`config.mk`:
```
export PLATFORM = sky130hd
export DESIGN_NAME = wf_reg_wr_arbiter
export DESIGN_NICKNAME = d
export VERILOG_FILES = /design/src/rtl/wf_reg_wr_arbiter.sv
export SDC_FILE = /design/constraint.sdc
export NUM_CORES = 1
export LEC_CHECK = 0
export ABC_AREA = 1
export BUFFER_PORTS_ARGS = -buffer_cell sky130_fd_sc_hd__buf_4
export CORE_MARGIN = 4
export CORE_UTILIZATION = 31
export DETAILED_ROUTE_END_ITERATION = 7
export HOLD_SLACK_MARGIN = 0.12
export MAX_ROUTING_LAYER = met4
export PLACE_DENSITY_LB_ADDON = 0.05
export SYNTH_ARGS = -nofsm -noshare
export SYNTH_HDL_FRONTEND = slang
export SYNTH_SLANG_ARGS = --single-unit
export TNS_END_PERCENT = 100
```
`constraint.sdc`:
```
create_clock -name clk -period 12 [get_ports clk]
set_input_delay 1.2 -clock clk [delete_from_list [all_inputs] [get_ports clk]]
set_output_delay 1.2 -clock clk [all_outputs]
set_load 0.01 [all_outputs]
```
`src/rtl/wf_reg_wr_arbiter.sv`:
```
// wf_reg_wr_arbiter: two-source FIFO'd round-robin write arbiter feeding a single-port register file.
// Optional out-of-range address drop enabled by defining WR_ADDR_CHECK_EN.
module wf_reg_wr_arbiter #(
  parameter int DEPTH       = 4,
  parameter int AW          = 6,
  parameter int DW          = 35,
  parameter int NUM_ENTRIES = 40
) (
  input  logic                          clk,
  input  logic                          rst,
  input  logic                          src0_valid,
  output logic                          src0_ready,
  input  logic [AW-1:0]                 src0_addr,
  input  logic [DW-1:0]                 src0_data,
  input  logic                          src1_valid,
  output logic                          src1_ready,
  input  logic [AW-1:0]                 src1_addr,
  input  logic [DW-1:0]                 src1_data,
  input  logic                          wr_stall,
  output logic                          wr_en,
  output logic [AW-1:0]                 wr_addr,
  output logic [DW-1:0]                 wr_data,
  output logic [$clog2(2*DEPTH):0]      pending,
  output logic                          idle,
  output logic                          addr_err
);
  localparam int PW  = $clog2(DEPTH);
  localparam int CW  = PW + 1;
  localparam int PDW = $clog2(2*DEPTH) + 1;
  logic [AW+DW-1:0] mem0_q [DEPTH];
  logic [AW+DW-1:0] mem1_q [DEPTH];
  logic [PW-1:0] wp0_q, rp0_q, wp1_q, rp1_q;
  logic [CW-1:0] cnt0_q, cnt0_d, cnt1_q, cnt1_d;
  logic rr_q, rr_d;
  logic wr_en_q, wr_en_d, addr_err_q;
  logic [AW-1:0] wr_addr_q, wr_addr_d;
  logic [DW-1:0] wr_data_q, wr_data_d;
  logic push0, push1, ne0, ne1, gnt0, gnt1, gnt, bad;
  logic [AW+DW-1:0] head;
  assign src0_ready = cnt0_q != CW'(DEPTH);
  assign src1_ready = cnt1_q != CW'(DEPTH);
  assign push0 = src0_valid & src0_ready;
  assign push1 = src1_valid & src1_ready;
  assign ne0 = cnt0_q != '0;
  assign ne1 = cnt1_q != '0;
  // rr_q=0 favours src0 when both heads are present
  assign gnt0 = ~wr_stall & ne0 & (~ne1 | ~rr_q);
  assign gnt1 = ~wr_stall & ne1 & (~ne0 | rr_q);
  assign gnt  = gnt0 | gnt1;
  assign head = gnt1 ? mem1_q[rp1_q] : mem0_q[rp0_q];
`ifdef WR_ADDR_CHECK_EN
  assign bad = gnt & (int'(head[AW+DW-1:DW]) >= NUM_ENTRIES);
`else
  assign bad = 1'b0;
`endif
  always_comb begin
    cnt0_d    = cnt0_q + CW'(push0) - CW'(gnt0);
    cnt1_d    = cnt1_q + CW'(push1) - CW'(gnt1);
    rr_d      = gnt0 ? 1'b1 : gnt1 ? 1'b0 : rr_q;
    wr_en_d   = gnt & ~bad;
    wr_addr_d = wr_en_d ? head[AW+DW-1:DW] : wr_addr_q;
    wr_data_d = wr_en_d ? head[DW-1:0] : wr_data_q;
  end
  always_ff @(posedge clk) begin
    if (push0) mem0_q[wp0_q] <= {src0_addr, src0_data};
    if (push1) mem1_q[wp1_q] <= {src1_addr, src1_data};
  end
  always_ff @(posedge clk or posedge rst) begin
    if (rst) begin
      wp0_q      <= '0;
      rp0_q      <= '0;
      wp1_q      <= '0;
      rp1_q      <= '0;
      cnt0_q     <= '0;
      cnt1_q     <= '0;
      rr_q       <= 1'b0;
      wr_en_q    <= 1'b0;
      wr_addr_q  <= '0;
      wr_data_q  <= '0;
      addr_err_q <= 1'b0;
    end else begin
      wp0_q      <= wp0_q + PW'(push0);
      rp0_q      <= rp0_q + PW'(gnt0);
      wp1_q      <= wp1_q + PW'(push1);
      rp1_q      <= rp1_q + PW'(gnt1);
      cnt0_q     <= cnt0_d;
      cnt1_q     <= cnt1_d;
      rr_q       <= rr_d;
      wr_en_q    <= wr_en_d;
      wr_addr_q  <= wr_addr_d;
      wr_data_q  <= wr_data_d;
      addr_err_q <= bad;
    end
  end
  assign wr_en    = wr_en_q;
  assign wr_addr  = wr_addr_q;
  assign wr_data  = wr_data_q;
  assign pending  = PDW'(cnt0_q) + PDW'(cnt1_q);
  assign idle     = (pending == '0) & ~wr_en_q;
  assign addr_err = addr_err_q;
endmodule

```
==> results of run 1 <==
[cell type report]
type,instances,area [um^2]
fill,4943,31700
antenna,4,10.0
tap,672,841
inverter,109,410
multi-input combinational,751,3730
clock buffer,74,1260
sequential,385,11300
clock inverter,3,11.3
timing repair buffer,149,1120
[per-layer routing]
layer  up-vias  global-route usage, %
li1       4758                      -
met1      4552                   21.8
met2       139                   22.1
met3        42                   2.89
met4         0                   3.84
met5         -                      -
[power breakdown]
group / internal [W] / switching, W
registers: 0.00180 / 0.000162
logic: 0.000497 / 0.00108
clock network: 0.000711 / 0.000505
total: 0.00301 / 0.00174
[through the flow]
stage	utilization [%]	cells
after global routing	37.1	2146
after global placement	34.5	2066
final	37.1	2147
after detailed placement	34.5	2066
after floorplan	-	1319
after CTS	37.0	2143
[path summary, 6_finish.rpt]
kind | from | to | slack, ps | depth (start not counted)
max | cnt0_q[0] | idle | 8640 | 8
min | wp1_q[1] | wp1_q[1] | 550 | 1
max reg2reg | cnt1_q[1] | cnt1_q[2] | 9470 | 11
min reg2reg | wp1_q[1] | wp1_q[1] | 550 | 1
max in group asynchronous | rst | rp0_q[0] | 10530 | 3
min in group asynchronous | rst | wp0_q[0] | 880 | 3
[state kept, by name (all words and copies together) (netlist names), 3 cells and up]
name	flops
wr_data	35
cnt0_q	3
wr_addr	6
cnt1_q	3
mem1_q	164
mem0_q	164
[Yosys cell counts]
cell type | count | area [um^2]
ha_1 | 11 | 138
nor2_1 | 83 | 312
nor3_1 | 9 | 45.0
dfrtp_1 | 57 | 1430
xor2_1 | 6 | 52.6
nand2_2 | 3 | 18.8
buf_2 | 47 | 235
fa_1 | 3 | 60.1
a21oi_1 | 2 | 10.0
o211ai_1 | 82 | 616
nand3_1 | 125 | 626
nand3_4 | 1 | 17.5
nand3b_1 | 41 | 308
inv_1 | 103 | 387
edfxtp_1 | 328 | 9850
xnor2_1 | 3 | 26.3
nand2_4 | 3 | 33.8
inv_2 | 6 | 22.5
o21ai_0 | 1 | 5.00
nor2_2 | 2 | 12.5
nand2_1 | 375 | 1410
conb_1 | 1 | 3.75
buf_6 | 17 | 191
buf_4 | 10 | 75.1
[cells by family after synthesis]
kind of cell,share of synthesized area [%]
AOI/OAI and AO/OA,3.97
xor gates and xnor gates,0.496
adders and majority gates,1.25
buffers and inverters,5.74
DFF,71.0
other,0.0236
and+or+nand+nor,17.5
==> impl_metrics.py, run 1 <==
metrics = {
    "clock_network": {
        "cts_tree": "yes",
        "root_buffer": "clkbuf_16",
        "cts_setup_buffers": 0,
        "clock_latency_ps": 550,
        "hold_buffers": 0,
        "cts.clk_slew.worst_paths_ps": 60,
        "cts.sinks": 385,
        "htree_num_levels": 2,
        "cts_resized": 0,
        "cts_buffers": 45,
        "clock_path_buffers": 3,
    },
    "timing": {
        "tns_ps": 0,
        "slew_violations": 0,
        "fin_crit_sh_pct": 28.0,
        "rsz0062_at_grt": "false",
        "hold_viol": 0,
        "setup_ws_ps": 8640,
        "timing.fmax_ghz": 0.297,
        "skew_ps": 10.3,
        "worstMarginPinSlew_ps": 1030,
        "timing.final.crit_period_ps": 3360,
        "setup_viol": 0,
        "slew_headroom_pct": 31.6,
        "fin_hold_ws_ps": 546,
    },
    "synth": {
        "ys_seq_area_share_pct": 71.0,
        "synthesis.area_um2": 15900,
        "yosysWarnings": 0,
        "ys_seq_elements": 385,
        "synth_cell_type_count": 24,
        "syn_avg_cell_area_um2": 12.0,
        "syn_inst": 1319,
        "syn-num-nets": 1420,
    },
    "finish": {
        "areaGrowthSynthToFinish_pct": 17.6,
        "layout-drive-gt1-share_pct": 15.2,
        "stdcell_area_um2": 18700,
        "layout_common_cells": "nand2_1 (375), edfxtp_1 (328), buf_4 (149)",
        "fin_nets": 1542,
        "final_common_cell": "nand2_1",
    },
    "die": {
        "die_w_um": 234,
        "die-height_um": 234,
        "ios": 137,
        "initial_core_util_pct": 31.5,
        "coreArea_um2": 50400,
        "die_area_um2": 54900,
        "fp-row-count": 82,
    },
    "setup_path": {
        "crit_fanout": 3,
        "crit_top_cell": "inv_1",
        "crit_path_start_kind": "flop",
        "end_kind": "output port",
        "worstSetupPathType": "reg2out",
        "critPathTopFamily": "adder cells",
        "crit_path_cell_trace": "ha_1 > inv_1 > fa_1 > inv_1 > nor3_1 > nand2_1 > nor2_1 > buf_4",
        "critPathSlowestCell": "fa_1",
        "crit_required_ps": 10800,
        "crit_arrival_ps": 2160,
        "path_buf_inv": 3,
        "max_stage_delay_ps": 480,
    },
    "grt": {
        "grt_pass1_wl_um": 60400,
        "grt_max_degree": 109,
        "grt.overflow.total": 0,
        "grt_pass1_vias": 9282,
        "antenna_found_initial": 3,
        "grtUsageTotal_pct": 15.1,
    },
    "route": {
        "wl_um": 40200,
        "drtIter0Drc": 454,
        "wl_per_cell_um": 18.7,
        "avgViaCountPerCell": 4.42,
        "ant_nets": 0,
        "remaining_drc_errors": 0,
        "wl_met3_um": 1660,
        "top_layer": "met4",
        "firstDrtPassIters": 6,
        "wl_met1_um": 20000,
        "vias": 9491,
        "met2WireLength_um": 17900,
    },
    "place": {
        "dpl_cell_area_um2": 17400,
        "hpwlAfterDp_um": 23700,
        "gp_congestion": 0.727,
        "numPortBuffers": 135,
        "post-place-ws_ps": 8590,
    },
    "power_and_ir_drop": {
        "power_density_nw_per_um2": 255,
        "p_leak_nw": 7.34,
        "finalPower_w": 0.00475,
        "ir_drop_uv": 123,
    },
    "min_path": {
        "hold_class": "reg2reg",
    },
    "status": {
        "status": "complete, no violations",
    },
    "job": {
        "max_cap_violations": 0,
    },
}
No activity file was read; power rests on OpenSTA's default activity.
==> inputs of run 2 (changes only) <==
Settings changed: ABC_AREA 1 to 0.
Clock period 12 ns to 2.8 ns, I/O delays scaled along.
==> impl_metrics.py, run 2 <==
metrics = {
    "clock_network": {
        "root_buffer": "clkbuf_16",
        "cts_buffers": 43,
        "cts.sinks": 385,
        "htree_num_levels": 2,
        "cts_tree": "yes",
        "clock_path_buffers": 3,
        "clock_latency_ps": 560,
        "cts.clk_slew.worst_paths_ps": 60,
    },
    "setup_path": {
        "max_stage_delay_ps": 410,
        "crit_fanout": 6,
        "crit_required_ps": 2520,
        "end_kind": "output port",
        "worstSetupPathType": "reg2out",
        "r2r_cells": 10,
        "crit_path_start_kind": "flop",
        "reg2reg_slack_ps": 290,
        "reg2reg_from": "cnt1_q[0]",
        "crit_arrival_ps": 2350,
        "crit_path_cell_trace": "ha_2 > inv_1 > fa_1 > xnor2_1 > or3_1 > nor3_1 > buf_4",
        "rr_endpoint": "cnt1_q[2]",
        "critPathSlowestCell": "dfrtp_2",
    },
    "finish": {
        "instances_no_fill": 1548,
        "final_common_cell": "edfxtp_1",
        "layout_common_cells": "edfxtp_1 (328), buf_4 (157), dlygate4sd3_1 (83)",
        "areaGrowthSynthToFinish_pct": 29.0,
        "layout-drive-gt1-share_pct": 39.4,
        "postLayoutCoreUtil_pct": 40.5,
        "fin_nets": 1006,
    },
    "place": {
        "numPortBuffers": 135,
        "dp.cells": 1383,
        "hpwlAfterDp_um": 22200,
        "gp_congestion": 0.744,
    },
    "synth": {
        "async_reset_ff_share_pct": 14.8,
        "syn_avg_cell_area_um2": 22.3,
        "yosysWarnings": 0,
        "netlist.top_cell.by_area": "edfxtp_1",
        "ys_seq_area_share_pct": 77.2,
        "yosysMostFrequentCell": "edfxtp_1",
        "synth_top_flop_cell": "edfxtp_1",
        "synth_cell_type_count": 29,
        "syn-num-nets": 756,
        "synth_edf_count": 328,
        "synthTopCellsByCount": "edfxtp_1 (328), mux4_2 (81), dfrtp_1 (57)",
        "syn_inst": 655,
        "synthTopCellsByArea": "edfxtp_1 (67%), mux4_2 (12%), dfrtp_1 (9.8%)",
        "ys_seq_elements": 385,
        "yosysTopAreaCellShare_pct": 67.5,
        "synthesis.area_um2": 14600,
    },
    "grt": {
        "gr-usage-met2_pct": 24.4,
        "grt_pass1_vias": 8308,
        "grt_pass1_wl_um": 54600,
        "grt_max_degree": 45,
        "grt-busiest-layer": "met2",
        "grt.overflow.total": 0,
        "antenna_found_initial": 2,
        "gr-usage-met3_pct": 2.47,
        "grtUsageTotal_pct": 15.1,
        "use_met1_pct": 19.9,
    },
    "min_path": {
        "hold_class": "in2reg",
        "hold_path_end": "rr_q",
        "hold_start": "wr_stall",
        "hold_depth": 3,
    },
    "die": {
        "die_w_um": 225,
        "die_area_um2": 50600,
        "initial_core_util_pct": 31.4,
        "ios": 137,
        "die-height_um": 225,
        "fp-row-count": 79,
        "coreArea_um2": 46600,
    },
    "route": {
        "drtIter0Drc": 392,
        "remaining_drc_errors": 0,
        "ant_nets": 0,
        "vias": 7426,
        "wl_per_cell_um": 23.7,
        "firstDrtPassIters": 4,
        "wl_um": 36700,
        "avgViaCountPerCell": 4.80,
    },
    "timing": {
        "timing.final.crit_period_ps": 2630,
        "rsz0062_at_grt": "false",
        "fin_hold_ws_ps": 159,
        "tns_ps": 0,
        "skew_ps": 13.8,
        "slew_violations": 0,
        "slew_headroom_pct": 17.2,
        "fin_crit_sh_pct": 93.9,
        "worstMarginPinSlew_ps": 1240,
        "setup_viol": 0,
        "timing.fmax_ghz": 0.381,
        "hold_viol": 0,
    },
    "power_and_ir_drop": {
        "combPwrFrac_pct": 29.3,
        "p_leak_nw": 6.51,
        "power_density_nw_per_um2": 1060,
        "intPower_w": 0.0141,
        "switching_share_pct": 29.4,
        "p_switching_w": 0.00588,
        "ir_drop_uv": 598,
        "p_seq_share_pct": 42.7,
        "clockPowerShare_pct": 28.0,
    },
    "job": {
        "max_cap_violations": 0,
    },
    "status": {
        "status": "complete, no violations",
    },
}
==> run 2: changes by cell type in the layout (fill, tap and decap cells not counted), moves of 81 or more <==
cell / change
nand2_1: -373
nand3_1: -125
inv_1: -88
dlygate4sd3_1: +83
nor2_1: -83
mux4_2: +81
o211ai_1: -81
==> run 2: power groups by stage <==
stage | clock network (W) | logic [W] | registers [W]
after detailed placement | 0 | 0.00586 | 0.00870
after global placement | 0 | 0.00581 | 0.00863
after global routing | 0.00604 | 0.00636 | 0.00870
after CTS | 0.00579 | 0.00600 | 0.00859
final | 0.00559 | 0.00586 | 0.00854
after floorplan | 0 | 0.00366 | 0.00838
==> run 2: worst max-delay path by stage <==
| stage | start | to | slack [ps] | depth (start not counted) |
|---|---|---|---|---|
| 2_1_floorplan | cnt1_q[1] | mem1_q[1][0] | -120 | 3 |
| 3_3_place_gp | cnt1_q[2] | mem1_q[0][31] | 310 | 4 |
| 3_5_place_dp | cnt1_q[2] | mem1_q[0][33] | 270 | 4 |
| 4_1_cts | cnt0_q[0] | idle | 50 | 7 |
| 5_1_grt | cnt1_q[0] | idle | 8 | 7 |
| 6_report | cnt1_q[0] | idle | 170 | 7 |
==> run 2: repair_timing <==
item / 4_1_cts / 5_1_grt
endpoints found under the hold margin: 371 / 0
hold buffers: 83 / 0
setup endpoints to repair: 0 / 1
gates resized for setup: 0 / 4
setup buffers: 0 / 1
==> run 2: kinds of logic after synthesis <==
group | count (synthesis) | share of synthesized area [%]
flip-flops | 385 | 77.2
multiplexers | 82 | 12.7
AND/OR/NAND/NOR | 60 | 2.94
buffers and inverters | 57 | 1.80
AO/OA/AOI/OAI | 47 | 3.44
adder cells (fa/ha/maj) | 14 | 1.35
XOR/XNOR | 9 | 0.540
other | 1 | 0.0257
==> run 2: layout make-up <==
type                    count  area [um^2]
diodes                      2         5.00
clock buffers              65         1270
clock inverters            14          146
fillers                  4130        27700
inverters                  15         57.6
multi-input cells         213         3150
flip-flops and latches    385        11300
well taps                 607          759
repair buffers            247         2150
==> run 2: through the flow <==
| step | worst slack, ps | power (W) | cell area (um^2) |
|---|---|---|---|
| 3_5_place_dp | 267 | 0.0146 | 16600 |
| 4_1_cts | 46.0 | 0.0204 | 18800 |
| 3_3_place_gp | 313 | 0.0144 | 16600 |
| 2_1_floorplan | -118 | 0.0120 | 14700 |
| 6_report | 172 | 0.0200 | 18800 |
| 5_1_grt | 7.72 | 0.0211 | 18800 |
==> run 2: worst max-delay path, delay by kind of cell (launching register included) <==
family | cells | cell delay, ps
adders and majority gates | 2 | 580
and+or+nand+nor | 2 | 450
DFF | 1 | 410
buffers and inverters | 2 | 200
xor gates and xnor gates | 1 | 160
==> run 2: routing by layer <==
layer	vias to the layer above	part of all wire [%]
li1	3298	-
met1	3929	45
met5	-	0
met2	152	49
met3	47	3.6
met4	0	1.8
